--- src/rtl/ppu_pkg.sv ---
// ppu_pkg: shared types and register addresses for the PPU-side blocks.
//   dma_state_t      : sprite DMA sequencer states.
//   PPU_OAMDATA_ADDR : CPU address of the PPU OAMDATA register ($2004).
//   APU_OAMDMA_ADDR  : CPU address of the sprite DMA page register ($4014).
package ppu_pkg;

   typedef enum logic [2:0] {
      IDLE,
      HALT,
      ALIGN,
      READ,
      WRITE
   } dma_state_t;

   localparam logic [15:0] PPU_OAMDATA_ADDR = 16'h2004;
   localparam logic [15:0] APU_OAMDMA_ADDR  = 16'h4014;

endpackage

--- src/rtl/oam_dma_controller.sv ---
// oam_dma_controller: sprite DMA initiator.
// It watches CPU writes for the DMA page register. On a hit it halts the CPU
// and copies CPU page {page, 00..FF} into OAMDATA, one read cycle and one
// write cycle per byte.
// Ports:
//   clk, rst_n        : clock, asynchronous active-low reset
//   clkEn             : CPU-cycle strobe; nothing advances without it
//   cpuAddr_IN, cpuData_IN, cpuReadWrite_IN : snooped CPU bus (1 = read)
//   memData_IN        : read data returned during DMA read cycles
//   cpuHalt           : RDY hold to the CPU core
//   dmaActive         : bus mux select, DMA drives bus*_OUT
//   busAddr_OUT, busData_OUT, busReadWrite_OUT : DMA bus master outputs
//   oamData_EN        : OAMDATA select, high for the whole write cycle
//   dmaIndex          : current byte index
module oam_dma_controller
   import ppu_pkg::*;
#(
   parameter logic [15:0] DMA_REG_ADDR  = APU_OAMDMA_ADDR,
   parameter logic [15:0] OAM_DATA_ADDR = PPU_OAMDATA_ADDR,
   parameter logic        ALIGN_ODD     = 1'b1
) (
   input  logic        clk,
   input  logic        rst_n,
   input  logic        clkEn,
   input  logic [15:0] cpuAddr_IN,
   input  logic [7:0]  cpuData_IN,
   input  logic        cpuReadWrite_IN,
   input  logic [7:0]  memData_IN,
   output logic        cpuHalt,
   output logic        dmaActive,
   output logic [15:0] busAddr_OUT,
   output logic [7:0]  busData_OUT,
   output logic        busReadWrite_OUT,
   output logic        oamData_EN,
   output logic [7:0]  dmaIndex
);

   dma_state_t state_q, state_d;
   logic [7:0] page_q, page_d;
   logic [7:0] index_q, index_d;
   logic [7:0] data_q, data_d;
   logic       parity_q, parity_d;

   always_ff @(posedge clk or negedge rst_n) begin
      if (!rst_n) begin
         state_q  <= IDLE;
         page_q   <= 8'h00;
         index_q  <= 8'h00;
         data_q   <= 8'h00;
         parity_q <= 1'b0;
      end else begin
         state_q  <= state_d;
         page_q   <= page_d;
         index_q  <= index_d;
         data_q   <= data_d;
         parity_q <= parity_d;
      end
   end

   // Next state. The CPU-cycle parity runs even while idle so that the
   // alignment decision in HALT reflects the real CPU cycle.
   always_comb begin
      state_d  = state_q;
      page_d   = page_q;
      index_d  = index_q;
      data_d   = data_q;
      parity_d = parity_q;
      if (clkEn) begin
         parity_d = ~parity_q;
         unique case (state_q)
            IDLE: begin
               if (!cpuReadWrite_IN && cpuAddr_IN == DMA_REG_ADDR) begin
                  page_d  = cpuData_IN;
                  index_d = 8'h00;
                  state_d = HALT;
               end
            end
            HALT:  state_d = (ALIGN_ODD && parity_q) ? ALIGN : READ;
            ALIGN: state_d = READ;
            READ: begin
               data_d  = memData_IN;
               state_d = WRITE;
            end
            WRITE: begin
               index_d = index_q + 8'd1;
               state_d = (index_q == 8'hFF) ? IDLE : READ;
            end
            default: state_d = IDLE;
         endcase
      end
   end

   // Moore output decode from registered state only.
   always_comb begin
      cpuHalt          = 1'b0;
      dmaActive        = 1'b0;
      busAddr_OUT      = 16'h0000;
      busData_OUT      = 8'h00;
      busReadWrite_OUT = 1'b1;
      oamData_EN       = 1'b0;
      unique case (state_q)
         IDLE: ;
         HALT, ALIGN: cpuHalt = 1'b1;
         READ: begin
            cpuHalt     = 1'b1;
            dmaActive   = 1'b1;
            busAddr_OUT = {page_q, index_q};
         end
         WRITE: begin
            cpuHalt          = 1'b1;
            dmaActive        = 1'b1;
            busAddr_OUT      = OAM_DATA_ADDR;
            busData_OUT      = data_q;
            busReadWrite_OUT = 1'b0;
            // Low again in the next READ, which gives the PPU one falling
            // edge per byte for its OAMADDR auto-increment.
            oamData_EN       = 1'b1;
         end
         default: ;
      endcase
   end

   assign dmaIndex = index_q;

endmodule

--- config.mk ---
export PLATFORM = sky130hd
export DESIGN_NAME = oam_dma_controller
export DESIGN_NICKNAME = d
export VERILOG_FILES = /design/src/rtl/ppu_pkg.sv /design/src/rtl/oam_dma_controller.sv
export SDC_FILE = /design/constraint.sdc
export NUM_CORES = 1
export LEC_CHECK = 0
export ABC_AREA = 1
export BUFFER_PORTS_ARGS = -buffer_cell sky130_fd_sc_hd__buf_2
export CORE_MARGIN = 2
export CORE_UTILIZATION = 51
export CTS_CLUSTER_DIAMETER = 150
export CTS_CLUSTER_SIZE = 28
export DETAILED_ROUTE_END_ITERATION = 6
export PLACE_DENSITY = 0.88
export SLEW_MARGIN = 10
export SYNTH_ARGS = -nofsm -noshare
export SYNTH_HDL_FRONTEND = slang
export SYNTH_SLANG_ARGS = --single-unit
export TNS_END_PERCENT = 20
--- constraint.sdc ---
create_clock -name clk -period 2.7 [get_ports clk]
set_input_delay 0.405 -clock clk [delete_from_list [all_inputs] [get_ports clk]]
set_output_delay 0.405 -clock clk [all_outputs]
set_load 0.01 [all_outputs]
== After elaboration in Yosys (flattened, before gate mapping) ==
Index checks and enable logic that the tools add are counted.
Operators by class
  add/sub/neg operators: 1
  eq/ne operators: 7
  multiplexer cells: 12
  bitwise gates (word level): 1
  reductions and logical operators: 10
Operator list (number)
  $pmux W16 S2: 1
  $eq A16 B15 Y1 const B: 1
  $mux W8: 2
  $pmux W8 S2: 1
  $pmux W3 S5: 1
  $add A8 B1 Y8 const B: 1
  $eq A8 B8 Y1 const B: 1
  $eq A3 B2 Y1 const B: 2
  $reduce_and A3 Y1: 2
  $mux W1: 5
  $reduce_and A2 Y1: 2
  $reduce_or A4 Y1: 1
  $eq A3 B1 Y1 const B: 1
  $eq A3 B3 Y1 const B: 1
  $logic_not A3 Y1: 1
  $mux W3: 1
  $mux W2: 1
  $ne A2 B2 Y1 const B: 1
  $reduce_bool A2 Y1: 1
  $reduce_or A2 Y1: 1
  $logic_and A1 B1 Y1: 1
  $logic_not A1 Y1: 1
  $not A1 Y1: 1
Word-level totals
  register bits after elaboration: 28

== Logic depth before layout (Yosys ltp) ==
  word-level depth: 4
  depth in mapped cells: 9
  mapped depth without buffers: 9

== Worst setup path after synthesis ==
OpenSTA, ideal clock, no wires.
  path kind: register -> output
  start point: reg state_q[0]
  end point: out busAddr_OUT[0]
  arrival time: 1.191 ns
  data required time: 2.295 ns
  slack: 1.104 ns
  cell stages (with the launch flop): 6
  buffers on the path: 1
  cells stage by stage: dfrtp_1 -> inv_2 -> nor3_4 -> inv_2 -> buf_2 -> nor2_1
On the way
  cells in the longest elaborated chain, start to end: 2
  elaborated cells on any way between the ends: 3
  classes of those cells: eq/ne (2); mux (1)
RTL lines
  start, declared: line oam_dma_controller.sv:38  | dma_state_t state_q, state_d;
  start signal, assigned: line oam_dma_controller.sv:52  | state_q <= state_d;
  $eq A3 B3 Y1 / $eq A3 B2 Y1 (equally long branches): line oam_dma_controller.sv:101  | unique case (state_q)
  $pmux W16 S2 *: line oam_dma_controller.sv:101
  end, declared: line oam_dma_controller.sv:31  | output logic [15:0] busAddr_OUT,
Mark *: on every way between the ends. The rest lies on a longest branch, timed or not.

== Worst setup path after layout ==
  start point: reg state_q[0]
  end point: out oamData_EN
On the way
  cells in the longest elaborated chain, start to end: 2
RTL lines
  $eq A3 B3 Y1: line oam_dma_controller.sv:101
  $mux W1: line oam_dma_controller.sv:101
  end, declared: line oam_dma_controller.sv:34  | output logic oamData_EN,
No other way between the ends.

==> results.json <==
{
  "status": "finished, final reports clean",
  "wire_per_inst_um": 11.0,
  "syn_inst": 224,
  "powerDensity_mw_per_mm2": 768,
  "std_cell_rows": 20,
  "layout_common_cells": "buf_2 (71), nor2_1 (54), nand2_1 (53)",
  "port_buffers": 71,
  "drc": 0,
  "htree_levels": 1,
  "wl_mm": 3.71,
  "n_antenna_cell": 0,
  "setup_tns_ns": 0,
  "crit_cells": 4,
  "cts_resized": 0,
  "worstSetupEndpointType": "primary output",
  "critical_path_class": "flip-flop to primary output",
  "fillerInstances": 269,
  "avgSynthCellArea_um2": 7.41,
  "rsz0062_at_grt": "false",
  "syn-cell-area_mm2": 0.00166,
  "vias": 1654,
  "clockBufferDepth": 2,
  "die_h_um": 61.0,
  "postCtsHoldBufs": 0,
  "ant_nets": 0,
  "crit_fanout": 17,
  "synth-seq-area-share": 0.422,
  "crit_path_max_incr_delay_ns": 0.48,
  "chipWidth_um": 61.0,
  "setup_violations": 0,
  "detail_route.first_pass.iterations": 4,
  "grt_use_total": 0.206,
  "seqCellArea_um2": 701,
  "slowest_stage": "dfrtp_1",
  "grt_pass1_vias": 1447,
  "first_iter_violations": 47,
  "max_slew_margin": 0.599,
  "synth.ff_latch_count": 28,
  "path_clk_slew_ns": 0.15,
  "drive_above_1_share": 0.363,
  "maxSlewViolCount": 0,
  "fin_nets": 330,
  "crit_required_ns": 2.30,
  "overflow": 0,
  "maxCapViolCount": 0,
  "hold_violations": 0,
  "hp-class": "input port to asynchronous set/reset pin",
  "cp-start-kind": "flip-flop",
  "core_area_mm2": 0.00308,
  "initial_core_util": 0.539,
  "root_buffer": "clkbuf_4",
  "cts_sinks": 28,
  "synth_nets": 261,
  "layout_commonest_cell": "buf_2",
  "num_io_pins": 72,
  "max-vdd-ir-drop_mv": 0.484,
  "hpwl_mm": 2.77,
  "cts_buffers": 3,
  "clock_latency_ns": 0.33,
  "cts_setup_buffers": 0,
  "synth.distinct_cells": 28,
  "timing.final.crit_period_ns": 2.08,
  "cp.arrival_ns": 1.68,
  "ff2ff_path_depth": 6,
  "p_leak_uw": 0.00120,
  "areaGrowthSynthToFinish_pct": 25.1,
  "grt_max_degree": 29,
  "ff2ff_setup_slack_ns": 0.99,
  "whs_ns": 0.0528,
  "finalCritPeriodShare": 0.771,
  "multi_input_area_um2": 803,
  "place.gp.congestion": 0.831,
  "path_buf_inv": 2,
  "grt_pass1_wl_mm": 5.83,
  "path_cells": "nor2_4 > nand2_2 > inv_2 > buf_2",
  "crit_start": "state_q[0]$_DFFE_PN0P_",
  "cts_tree": "built",
  "antenna_found_initial": 0,
  "finClkSkew_ns": 0.00411,
  "worst_pin_slew_ns": 0.602,
  "fmax_ghz": 0.481,
  "ys_warn_count": 0,
  "worstSetupEndpoint": "oamData_EN",
  "die-area_mm2": 0.00373,
  "reg2reg_from": "state_q[0]$_DFFE_PN0P_",
  "r2r-end": "page_q[3]$_DFFE_PN0P_",
  "viasPerCell": 4.92,
  "cp_top_family": "simple AND/OR/NAND/NOR gates"
}
cell families (layout without fill, tap and decap cells):
| kind of cell | count (synthesis) | count (layout) | share of synthesized area |
|---|---|---|---|
| and+or+nand+nor | 136 | 136 | 0.367 |
| adders and majority gates | 1 | 1 | 0.00754 |
| DFF | 28 | 28 | 0.422 |
| xor gates and xnor gates | 2 | 2 | 0.0106 |
| buffers and inverters | 36 | 104 | 0.0935 |
| AOI/OAI and AO/OA | 21 | 21 | 0.0995 |
area by class of cell:
class,count,share of cell area
Sequential cell,28,0.338
Clock inverter,1,0.0145
Timing Repair Buffer,71,0.171
Inverter,29,0.0524
Multi-Input combinational cell,160,0.387
Tap cell,44,0.0265
Clock buffer,3,0.0108
cell usage after synthesis:
cell type  instances  area share
xor2_1             1      0.0053
nor2_1            54        0.12
nand4_1            6       0.023
nand2_1           53        0.12
o21ai_1            1      0.0030
nor3b_2            1      0.0075
clkbuf_1           1      0.0023
ha_1               1      0.0075
or2_1              1      0.0038
nor3_4             1      0.0098
inv_1             24       0.054
dfrtp_1           28        0.42
buf_2              4       0.012
xnor2_1            1      0.0053
inv_2              4      0.0090
nand3_2            1      0.0060
nor3b_1            1      0.0045
clkinv_1           1      0.0023
buf_6              2       0.014
nor2_2             2      0.0075
nand4_2            1      0.0075
a21oi_2           15       0.079
nand3_1           10       0.030
a21oi_1            4       0.012
nand2_4            1      0.0068
o21ai_2            1      0.0053
nand2_2            3       0.011
nor2_4             1      0.0068
power by group:
group          switching, uW  total [uW]  leakage (uW)  internal (uW)
Sequential              82.8         600      0.000319            517
Combinational            461         716      0.000857            255
Clock                    127         277     0.0000279            150
routing by layer:
layer	GRT usage	share of wire	vias up	routed length, um
met3	0.0147	0.049	5	183
li1	-	-	828	-
met5	0	0	-	0
met1	0.262	0.43	761	1610
met2	0.363	0.50	60	1870
met4	0.0839	0.013	0	48
stage by stage:
| step | cell area [um2] | total power (uW) | worst slack, ns | cells | util |
|---|---|---|---|---|---|
| floorplan | 1660 | 1090 | 1.10 | 224 | - |
| global placement | 2020 | 1300 | 0.943 | 332 | 0.657 |
| detailed placement | 2020 | 1320 | 0.882 | 332 | 0.657 |
| CTS | 2080 | 1590 | 0.634 | 336 | 0.674 |
| global route | 2080 | 1690 | 0.512 | 336 | 0.674 |
| finish | 2080 | 1590 | 0.619 | 336 | 0.674 |
state kept, by name, summed over array words and instances (netlist names):
name	count
data_q	8
parity_q	1
page_q	8
dmaIndex	8
state_q	3
worst min-delay path by stage:
stage | to | slack (ns) | depth (start not counted)
2_1_floorplan | data_q[0]$_DFFE_PN0P_ | 0.11 | 0
3_3_place_gp | page_q[6]$_DFFE_PN0P_ | 0.44 | 1
3_5_place_dp | page_q[6]$_DFFE_PN0P_ | 0.45 | 1
4_1_cts | state_q[1]$_DFFE_PN0P_ | 0.08 | 1
5_1_grt | page_q[6]$_DFFE_PN0P_ | 0.10 | 1
6_report | dmaIndex[4]$_DFFE_PN0P_ | 0.05 | 1
No activity file was read; power rests on OpenSTA's default activity.
